==> src/rtl/sprite_pkg.sv <==
// rtl/sprite_pkg.sv - shared types and defaults for the sprite line scheduler
package sprite_pkg;
  localparam int DEF_CORDW      = 16;
  localparam int DEF_SPR_CNT    = 8;
  localparam int DEF_SLOTS      = 4;
  localparam int DEF_SPR_HEIGHT = 8;
  localparam int DEF_IDW        = $clog2(DEF_SPR_CNT);

  typedef struct packed {
    logic                        en;
    logic signed [DEF_CORDW-1:0] x;
    logic signed [DEF_CORDW-1:0] y;
  } spr_entry_t;

  typedef struct packed {
    logic                        valid;
    logic [DEF_IDW-1:0]          id;
    logic signed [DEF_CORDW-1:0] x;
    logic signed [DEF_CORDW-1:0] y;
  } slot_t;

  typedef enum logic {ST_IDLE, ST_SCAN} state_t;
endpackage

==> src/rtl/sprite_line_sched_if.sv <==
// rtl/sprite_line_sched_if.sv - line/table inputs and committed slot outputs
interface sprite_line_sched_if
  import sprite_pkg::*;
#(
  parameter int CORDW   = DEF_CORDW,
  parameter int SPR_CNT = DEF_SPR_CNT,
  parameter int SLOTS   = DEF_SLOTS,
  parameter int IDW     = $clog2(SPR_CNT)
);
  logic                      line;
  logic signed [CORDW-1:0]   sy;
  logic                      tbl_we;
  logic [IDW-1:0]            tbl_addr;
  logic                      tbl_en;
  logic signed [CORDW-1:0]   tbl_x;
  logic signed [CORDW-1:0]   tbl_y;
  logic [SLOTS-1:0]          slot_valid;
  logic [SLOTS*IDW-1:0]      slot_id;
  logic [SLOTS*CORDW-1:0]    slot_x;
  logic [SLOTS*CORDW-1:0]    slot_y;
  logic                      ovf;
  logic                      miss;
  logic                      busy;

  modport master (
    output line, sy, tbl_we, tbl_addr, tbl_en, tbl_x, tbl_y,
    input  slot_valid, slot_id, slot_x, slot_y, ovf, miss, busy
  );

  modport slave (
    input  line, sy, tbl_we, tbl_addr, tbl_en, tbl_x, tbl_y,
    output slot_valid, slot_id, slot_x, slot_y, ovf, miss, busy
  );
endinterface

==> src/rtl/sprite_table.sv <==
// rtl/sprite_table.sv - sprite position register file, sync write, comb read
module sprite_table
  import sprite_pkg::*;
#(
  parameter int SPR_CNT = DEF_SPR_CNT,
  parameter int IDW     = $clog2(SPR_CNT)
) (
  input  logic           clk,
  input  logic           rst,
  input  logic           we,
  input  logic [IDW-1:0] waddr,
  input  spr_entry_t     wdata,
  input  logic [IDW-1:0] raddr,
  output spr_entry_t     rdata
);
  spr_entry_t mem_q [SPR_CNT];
  spr_entry_t mem_d [SPR_CNT];

  always_comb begin
    mem_d = mem_q;
    if (we) mem_d[waddr] = wdata;
  end

  always_ff @(posedge clk) begin
    if (rst) begin
      for (int i = 0; i < SPR_CNT; i++) mem_q[i] <= '0;
    end else begin
      mem_q <= mem_d;
    end
  end

  // Read sees the pre-write contents, so a same-cycle write never affects the scan.
  assign rdata = mem_q[raddr];
endmodule

==> src/rtl/sprite_line_sched.sv <==
// rtl/sprite_line_sched.sv - scans the sprite table for the next line and
// commits up to SLOTS hits to the sprite engines on each line pulse
module sprite_line_sched
  import sprite_pkg::*;
#(
  parameter int CORDW      = DEF_CORDW,
  parameter int SPR_CNT    = DEF_SPR_CNT,
  parameter int SLOTS      = DEF_SLOTS,
  parameter int SPR_HEIGHT = DEF_SPR_HEIGHT,
  parameter int IDW        = $clog2(SPR_CNT)
) (
  input  logic               clk,
  input  logic               rst,
  sprite_line_sched_if.slave bus
);
  localparam int FCW = $clog2(SLOTS + 1);

  state_t                  state_q, state_d;
  logic [IDW-1:0]          idx_q, idx_d;
  logic signed [CORDW-1:0] ny_q, ny_d;
  logic [FCW-1:0]          fcnt_q, fcnt_d;
  slot_t                   shadow_q [SLOTS];
  slot_t                   shadow_d [SLOTS];
  logic                    sovf_q, sovf_d;
  slot_t                   out_q [SLOTS];
  slot_t                   out_d [SLOTS];
  logic                    ovf_q, ovf_d;
  logic                    miss_q, miss_d;

  spr_entry_t              wr_ent, rd_ent;
  logic [CORDW:0]          dy;
  logic                    hit;

  assign wr_ent = '{en: bus.tbl_en, x: bus.tbl_x, y: bus.tbl_y};

  sprite_table #(.SPR_CNT(SPR_CNT), .IDW(IDW)) u_table (
    .clk   (clk),
    .rst   (rst),
    .we    (bus.tbl_we),
    .waddr (bus.tbl_addr),
    .wdata (wr_ent),
    .raddr (idx_q),
    .rdata (rd_ent)
  );

  // One extra bit keeps ny - y from wrapping near the coordinate extremes.
  assign dy  = {ny_q[CORDW-1], ny_q} - {rd_ent.y[CORDW-1], rd_ent.y};
  assign hit = rd_ent.en && !dy[CORDW] && (dy[CORDW-1:0] < CORDW'(SPR_HEIGHT));

  always_comb begin
    state_d  = state_q;
    idx_d    = idx_q;
    ny_d     = ny_q;
    fcnt_d   = fcnt_q;
    shadow_d = shadow_q;
    sovf_d   = sovf_q;
    out_d    = out_q;
    ovf_d    = ovf_q;
    miss_d   = miss_q;
    if (bus.line) begin
      out_d   = shadow_q;
      ovf_d   = sovf_q;
      miss_d  = (state_q == ST_SCAN);
      for (int k = 0; k < SLOTS; k++) shadow_d[k] = '0;
      fcnt_d  = '0;
      sovf_d  = 1'b0;
      ny_d    = bus.sy + CORDW'(1);
      idx_d   = '0;
      state_d = ST_SCAN;
    end else if (state_q == ST_SCAN) begin
      if (hit) begin
        if (fcnt_q < FCW'(SLOTS)) begin
          for (int k = 0; k < SLOTS; k++) begin
            if (fcnt_q == FCW'(k)) begin
              shadow_d[k] = '{valid: 1'b1, id: idx_q, x: rd_ent.x, y: rd_ent.y};
            end
          end
          fcnt_d = fcnt_q + FCW'(1);
        end else begin
          sovf_d = 1'b1;
        end
      end
      if (idx_q == IDW'(SPR_CNT - 1)) state_d = ST_IDLE;
      else                            idx_d   = idx_q + IDW'(1);
    end
  end

  always_ff @(posedge clk) begin
    if (rst) begin
      state_q <= ST_IDLE;
      idx_q   <= '0;
      ny_q    <= '0;
      fcnt_q  <= '0;
      sovf_q  <= 1'b0;
      ovf_q   <= 1'b0;
      miss_q  <= 1'b0;
      for (int k = 0; k < SLOTS; k++) begin
        shadow_q[k] <= '0;
        out_q[k]    <= '0;
      end
    end else begin
      state_q  <= state_d;
      idx_q    <= idx_d;
      ny_q     <= ny_d;
      fcnt_q   <= fcnt_d;
      sovf_q   <= sovf_d;
      ovf_q    <= ovf_d;
      miss_q   <= miss_d;
      shadow_q <= shadow_d;
      out_q    <= out_d;
    end
  end

  logic [SLOTS-1:0]       valid_o;
  logic [SLOTS*IDW-1:0]   id_o;
  logic [SLOTS*CORDW-1:0] x_o, y_o;

  always_comb begin
    valid_o = '0;
    id_o    = '0;
    x_o     = '0;
    y_o     = '0;
    for (int k = 0; k < SLOTS; k++) begin
      valid_o[k]             = out_q[k].valid;
      id_o[k*IDW +: IDW]     = out_q[k].id;
      x_o[k*CORDW +: CORDW]  = out_q[k].x;
      y_o[k*CORDW +: CORDW]  = out_q[k].y;
    end
  end

  assign bus.slot_valid = valid_o;
  assign bus.slot_id    = id_o;
  assign bus.slot_x     = x_o;
  assign bus.slot_y     = y_o;
  assign bus.ovf        = ovf_q;
  assign bus.miss       = miss_q;
  assign bus.busy       = (state_q == ST_SCAN);
endmodule
==> src/flat_wrapper.sv <==
// flat-port wrapper written by rule: the top's interface ports become plain ports
module sprite_line_sched_flat import sprite_pkg::*;
#(
  parameter int CORDW      = DEF_CORDW,
  parameter int SPR_CNT    = DEF_SPR_CNT,
  parameter int SLOTS      = DEF_SLOTS,
  parameter int SPR_HEIGHT = DEF_SPR_HEIGHT,
  parameter int IDW        = $clog2(SPR_CNT)
)
  (clk, rst, bus_line, bus_sy, bus_tbl_we, bus_tbl_addr, bus_tbl_en, bus_tbl_x, bus_tbl_y, bus_slot_valid, bus_slot_id, bus_slot_x, bus_slot_y, bus_ovf, bus_miss, bus_busy);
  sprite_line_sched_if #(.CORDW(CORDW), .SPR_CNT(SPR_CNT), .SLOTS(SLOTS), .IDW(IDW)) bus_i ();
  input  logic clk;
  input  logic rst;
  input wire logic [$bits(bus_i.line)-1:0] bus_line;
  input wire logic [$bits(bus_i.sy)-1:0] bus_sy;
  input wire logic [$bits(bus_i.tbl_we)-1:0] bus_tbl_we;
  input wire logic [$bits(bus_i.tbl_addr)-1:0] bus_tbl_addr;
  input wire logic [$bits(bus_i.tbl_en)-1:0] bus_tbl_en;
  input wire logic [$bits(bus_i.tbl_x)-1:0] bus_tbl_x;
  input wire logic [$bits(bus_i.tbl_y)-1:0] bus_tbl_y;
  output wire logic [$bits(bus_i.slot_valid)-1:0] bus_slot_valid;
  output wire logic [$bits(bus_i.slot_id)-1:0] bus_slot_id;
  output wire logic [$bits(bus_i.slot_x)-1:0] bus_slot_x;
  output wire logic [$bits(bus_i.slot_y)-1:0] bus_slot_y;
  output wire logic [$bits(bus_i.ovf)-1:0] bus_ovf;
  output wire logic [$bits(bus_i.miss)-1:0] bus_miss;
  output wire logic [$bits(bus_i.busy)-1:0] bus_busy;
  assign bus_i.line = bus_line;
  assign bus_i.sy = bus_sy;
  assign bus_i.tbl_we = bus_tbl_we;
  assign bus_i.tbl_addr = bus_tbl_addr;
  assign bus_i.tbl_en = bus_tbl_en;
  assign bus_i.tbl_x = bus_tbl_x;
  assign bus_i.tbl_y = bus_tbl_y;
  assign bus_slot_valid = bus_i.slot_valid;
  assign bus_slot_id = bus_i.slot_id;
  assign bus_slot_x = bus_i.slot_x;
  assign bus_slot_y = bus_i.slot_y;
  assign bus_ovf = bus_i.ovf;
  assign bus_miss = bus_i.miss;
  assign bus_busy = bus_i.busy;
  sprite_line_sched #(.CORDW(CORDW), .SPR_CNT(SPR_CNT), .SLOTS(SLOTS), .SPR_HEIGHT(SPR_HEIGHT), .IDW(IDW)) u_core (.clk(clk), .rst(rst), .bus(bus_i));
endmodule
==> config.mk <==
export PLATFORM = sky130hd
export DESIGN_NAME = sprite_line_sched_flat
export DESIGN_NICKNAME = d
export VERILOG_FILES = /design/src/rtl/sprite_pkg.sv /design/src/rtl/sprite_line_sched_if.sv /design/src/rtl/sprite_table.sv /design/src/rtl/sprite_line_sched.sv /design/src/flat_wrapper.sv
export SDC_FILE = /design/constraint.sdc
export NUM_CORES = 1
export LEC_CHECK = 0
export BUFFER_PORTS_ARGS = -buffer_cell sky130_fd_sc_hd__buf_4
export CAP_MARGIN = 25
export CORE_ASPECT_RATIO = 1.5
export CORE_MARGIN = 4
export CORE_UTILIZATION = 41
export DETAILED_ROUTE_END_ITERATION = 16
export GPL_TIMING_DRIVEN = 0
export SETUP_SLACK_MARGIN = 0.5
export SLEW_MARGIN = 20
export SYNTH_ARGS = -nofsm -noshare
export SYNTH_HDL_FRONTEND = slang
export SYNTH_SLANG_ARGS = --single-unit
==> constraint.sdc <==
create_clock -name clk -period 17.65 [get_ports clk]
set_clock_uncertainty 0.15 [all_clocks]
set_input_delay 1.765 -clock clk [delete_from_list [all_inputs] [get_ports clk]]
set_output_delay 1.765 -clock clk [all_outputs]
set_load 0.005 [all_outputs]
==> results.ini <==
[status]
status=finished, final reports clean

[placed_design]
gp_congestion=0.880
port_buffers=164
dp_hpwl_um=61400

[setup_path]
cp_max_fo=10
start_kind=flop
worstSetupEndpointType=flop
crit_type=reg -> reg
cp.required_ns=17.95
cp_data_arrival_time_ns=8.04

[die]
initial_core_util=0.413
die_area_mm2=0.0632
rows=109
die_y_um=306
coreArea_mm2=0.0588
die_x_um=207
ioPinCount=203

[clock_tree]
clockRootBuffer=clkbuf_16
post_cts_buffers=0
clockBufferDepth=3
post_cts_resized=0
cts_tree=built
worstSkewPairLatency_ns=0.59
cts.clk_slew.worst_paths_ns=0.07
cts_made_buffers=54
holdBufCountCts=0
cts_sinks=578
htree_levels=2

[synth]
synthesis.area_mm2=0.0243
synth-edff-count=0
synthCells=2710
syn_area_per_cell_um2=8.96
yosys.area.top_type=dfxtp_1
syn_nets=2790
netlist_top_cells_count=628 x nand2_1, 578 x dfxtp_1, 362 x a21oi_1
synth_cell_type_count=58
synthFlopType=dfxtp_1
synth_top_area_frac=0.477
ys_async_sr_fraction=0
synthTopCellsByArea=dfxtp_1 48%, nand2_1 9.7%, mux2i_1 9.1%
synth_seq_cells=578
synth_most_common_cell=nand2_1
ys_seq_area_frac=0.477
yosysWarnings=0

[detailed_routing]
viasPerCell=5.48
first_pass_iters=8
top_layer_used=met5
routedWlPerCell_um=21.1
drt_iter0_drc=1439
drc=0
wl_met2_um=42300
ant_nets=0
wl_met1_um=29200
met3_wirelength_um=4080
routed_wl_um=79300
vias=20565

[sta]
min_period_ns=7.74
hold_slack_ns=0.303
timing.fmax_mhz=129
relSlewSlack=0.223
setup_violations=0
report.final.slew_viol_count=0
rsz0062_at_grt=no
tightest_slew_ns=1.16
final-hold-violation-count=0
fin_crit_sh=0.439
setup-tns-final_ns=0

[grt]
grt_pass1_wl_um=120000
grt_max_degree=15
grt_use_total=0.242
grt_antenna_before_repair=7
overflow=0
grt_pass1_vias=20589

[pwr]
peakVddDrop_v=0.0000665
cellPowerDensity_mw_per_mm2=96.3
leakage_uw=0.0107
power.total_uw=2730

[layout]
drive_above_1_share=0.139
fin_nets=3014
fill_cells=5636
area_growth_pct=16.7

[run]
cap_viol_max_count=0

[hold_path]
hold_class=reg -> reg

-- sequential cells by signal, summed over array words and instances, names as in the netlist --
name and flops:
u_core.bus.slot_x 64, u_core.sovf_q 1, u_core.ny_q 16, u_core.idx_q 3
u_core.bus.slot_valid 4, u_core.fcnt_q 3, u_core.shadow_q 144, u_core.bus.slot_id 12
u_core.bus.slot_y 64, u_core.bus.busy 1, u_core.u_table.mem_q 264, u_core.bus.miss 1
u_core.bus.ovf 1
-- placed cells by master (no fill, tap or decap), types with 5 or more instances in the layout --
cell       instances
a211oi_1          21
a21o_1             5
a21oi_1          362
and3_1             6
buf_1             27
buf_2             14
buf_4            169
buf_6              8
clkbuf_1         181
clkbuf_16         55
clkbuf_2          33
clkbuf_8          16
clkinv_2           7
dfxtp_1          578
ha_1              24
inv_1             28
mux2_2            32
mux2i_1          220
mux4_2            62
nand2_1          628
nand2b_1           5
nand3_1           21
nand4_1           86
nor2_1           190
nor2b_1            9
nor3_1             6
o2111a_1           5
o211ai_1           6
o21ai_0           10
o31ai_1           79
xnor2_1            8
xor2_1            15
-- routing by layer --
layer / up-vias / GRT usage
li1: 9812 / -
met1: 9916 / 0.265
met2: 648 / 0.459
met3: 181 / 0.0332
met4: 8 / 0.105
met5: - / 0
-- critical path, cell delays in order (launching register included) --
cell,delay [ns]
dfxtp_1,0.52
buf_4,0.26
buf_1,0.65
buf_1,0.76
clkbuf_1,0.70
mux4_2,0.41
mux2_2,0.37
inv_1,0.09
ha_1,0.28
a21oi_1,0.21
o22ai_1,0.18
or2_1,0.33
o31a_1,0.32
a2111oi_0,0.66
nand4_1,0.50
clkbuf_1,0.37
clkbuf_1,0.35
o31ai_1,0.37
a21oi_1,0.10
-- area by class of cell --
type / count / area [um^2] / share of cell area
clock inverter: 13 / 148 / 0.00521
tap: 777 / 972 / 0.0343
timing repair buffer: 168 / 1280 / 0.0451
buffer: 254 / 1060 / 0.0375
sequential: 578 / 11600 / 0.409
clock buffer: 81 / 1630 / 0.0577
multi-input combinational: 1850 / 11500 / 0.407
antenna: 4 / 10.0 / 0.000354
inverter: 28 / 105 / 0.00371
-- worst paths after layout --
kind | end | startpoint | slack (ns) | depth (start not counted)
worst max-delay path | u_core.fcnt_q[1]$_SDFFE_PP0P_ | u_core.idx_q[0]$_SDFFE_PP0P_ | 9.91 | 18
worst min-delay path | u_core.u_table.mem_q[251]$_SDFFE_PP0P_ | u_core.u_table.mem_q[251]$_SDFFE_PP0P_ | 0.30 | 2
worst max register to register | u_core.fcnt_q[1]$_SDFFE_PP0P_ | u_core.idx_q[0]$_SDFFE_PP0P_ | 9.91 | 18
worst min register to register | u_core.u_table.mem_q[251]$_SDFFE_PP0P_ | u_core.u_table.mem_q[251]$_SDFFE_PP0P_ | 0.30 | 2
-- where the power goes --
| part | internal (uW) | switching [uW] |
|---|---|---|
| registers | 1320 | 10.0 |
| clock network | 667 | 503 |
| logic | 68.2 | 160 |
-- cells by family after synthesis --
| group | share of synthesized area |
|---|---|
| AO/OA/AOI/OAI | 0.127 |
| XOR/XNOR | 0.00830 |
| adder cells (fa/ha/maj) | 0.0124 |
| buffers and inverters | 0.0480 |
| flip-flops | 0.477 |
| multiplexers | 0.163 |
| AND/OR/NAND/NOR | 0.164 |
-- metrics by stage --
stage / utilization / setup slack (ns) / instance area (um^2) / std cells
2_1_floorplan: - / 12.06 / 24300 / 2710
4_1_cts: 0.481 / 9.97 / 28300 / 3746
5_1_grt: 0.482 / 9.55 / 28300 / 3752
3_3_place_gp: 0.450 / 10.01 / 26500 / 3651
3_5_place_dp: 0.451 / 9.95 / 26500 / 3652
6_report: 0.482 / 9.91 / 28300 / 3753
Note: power is estimated with default switching activity, not from simulation.
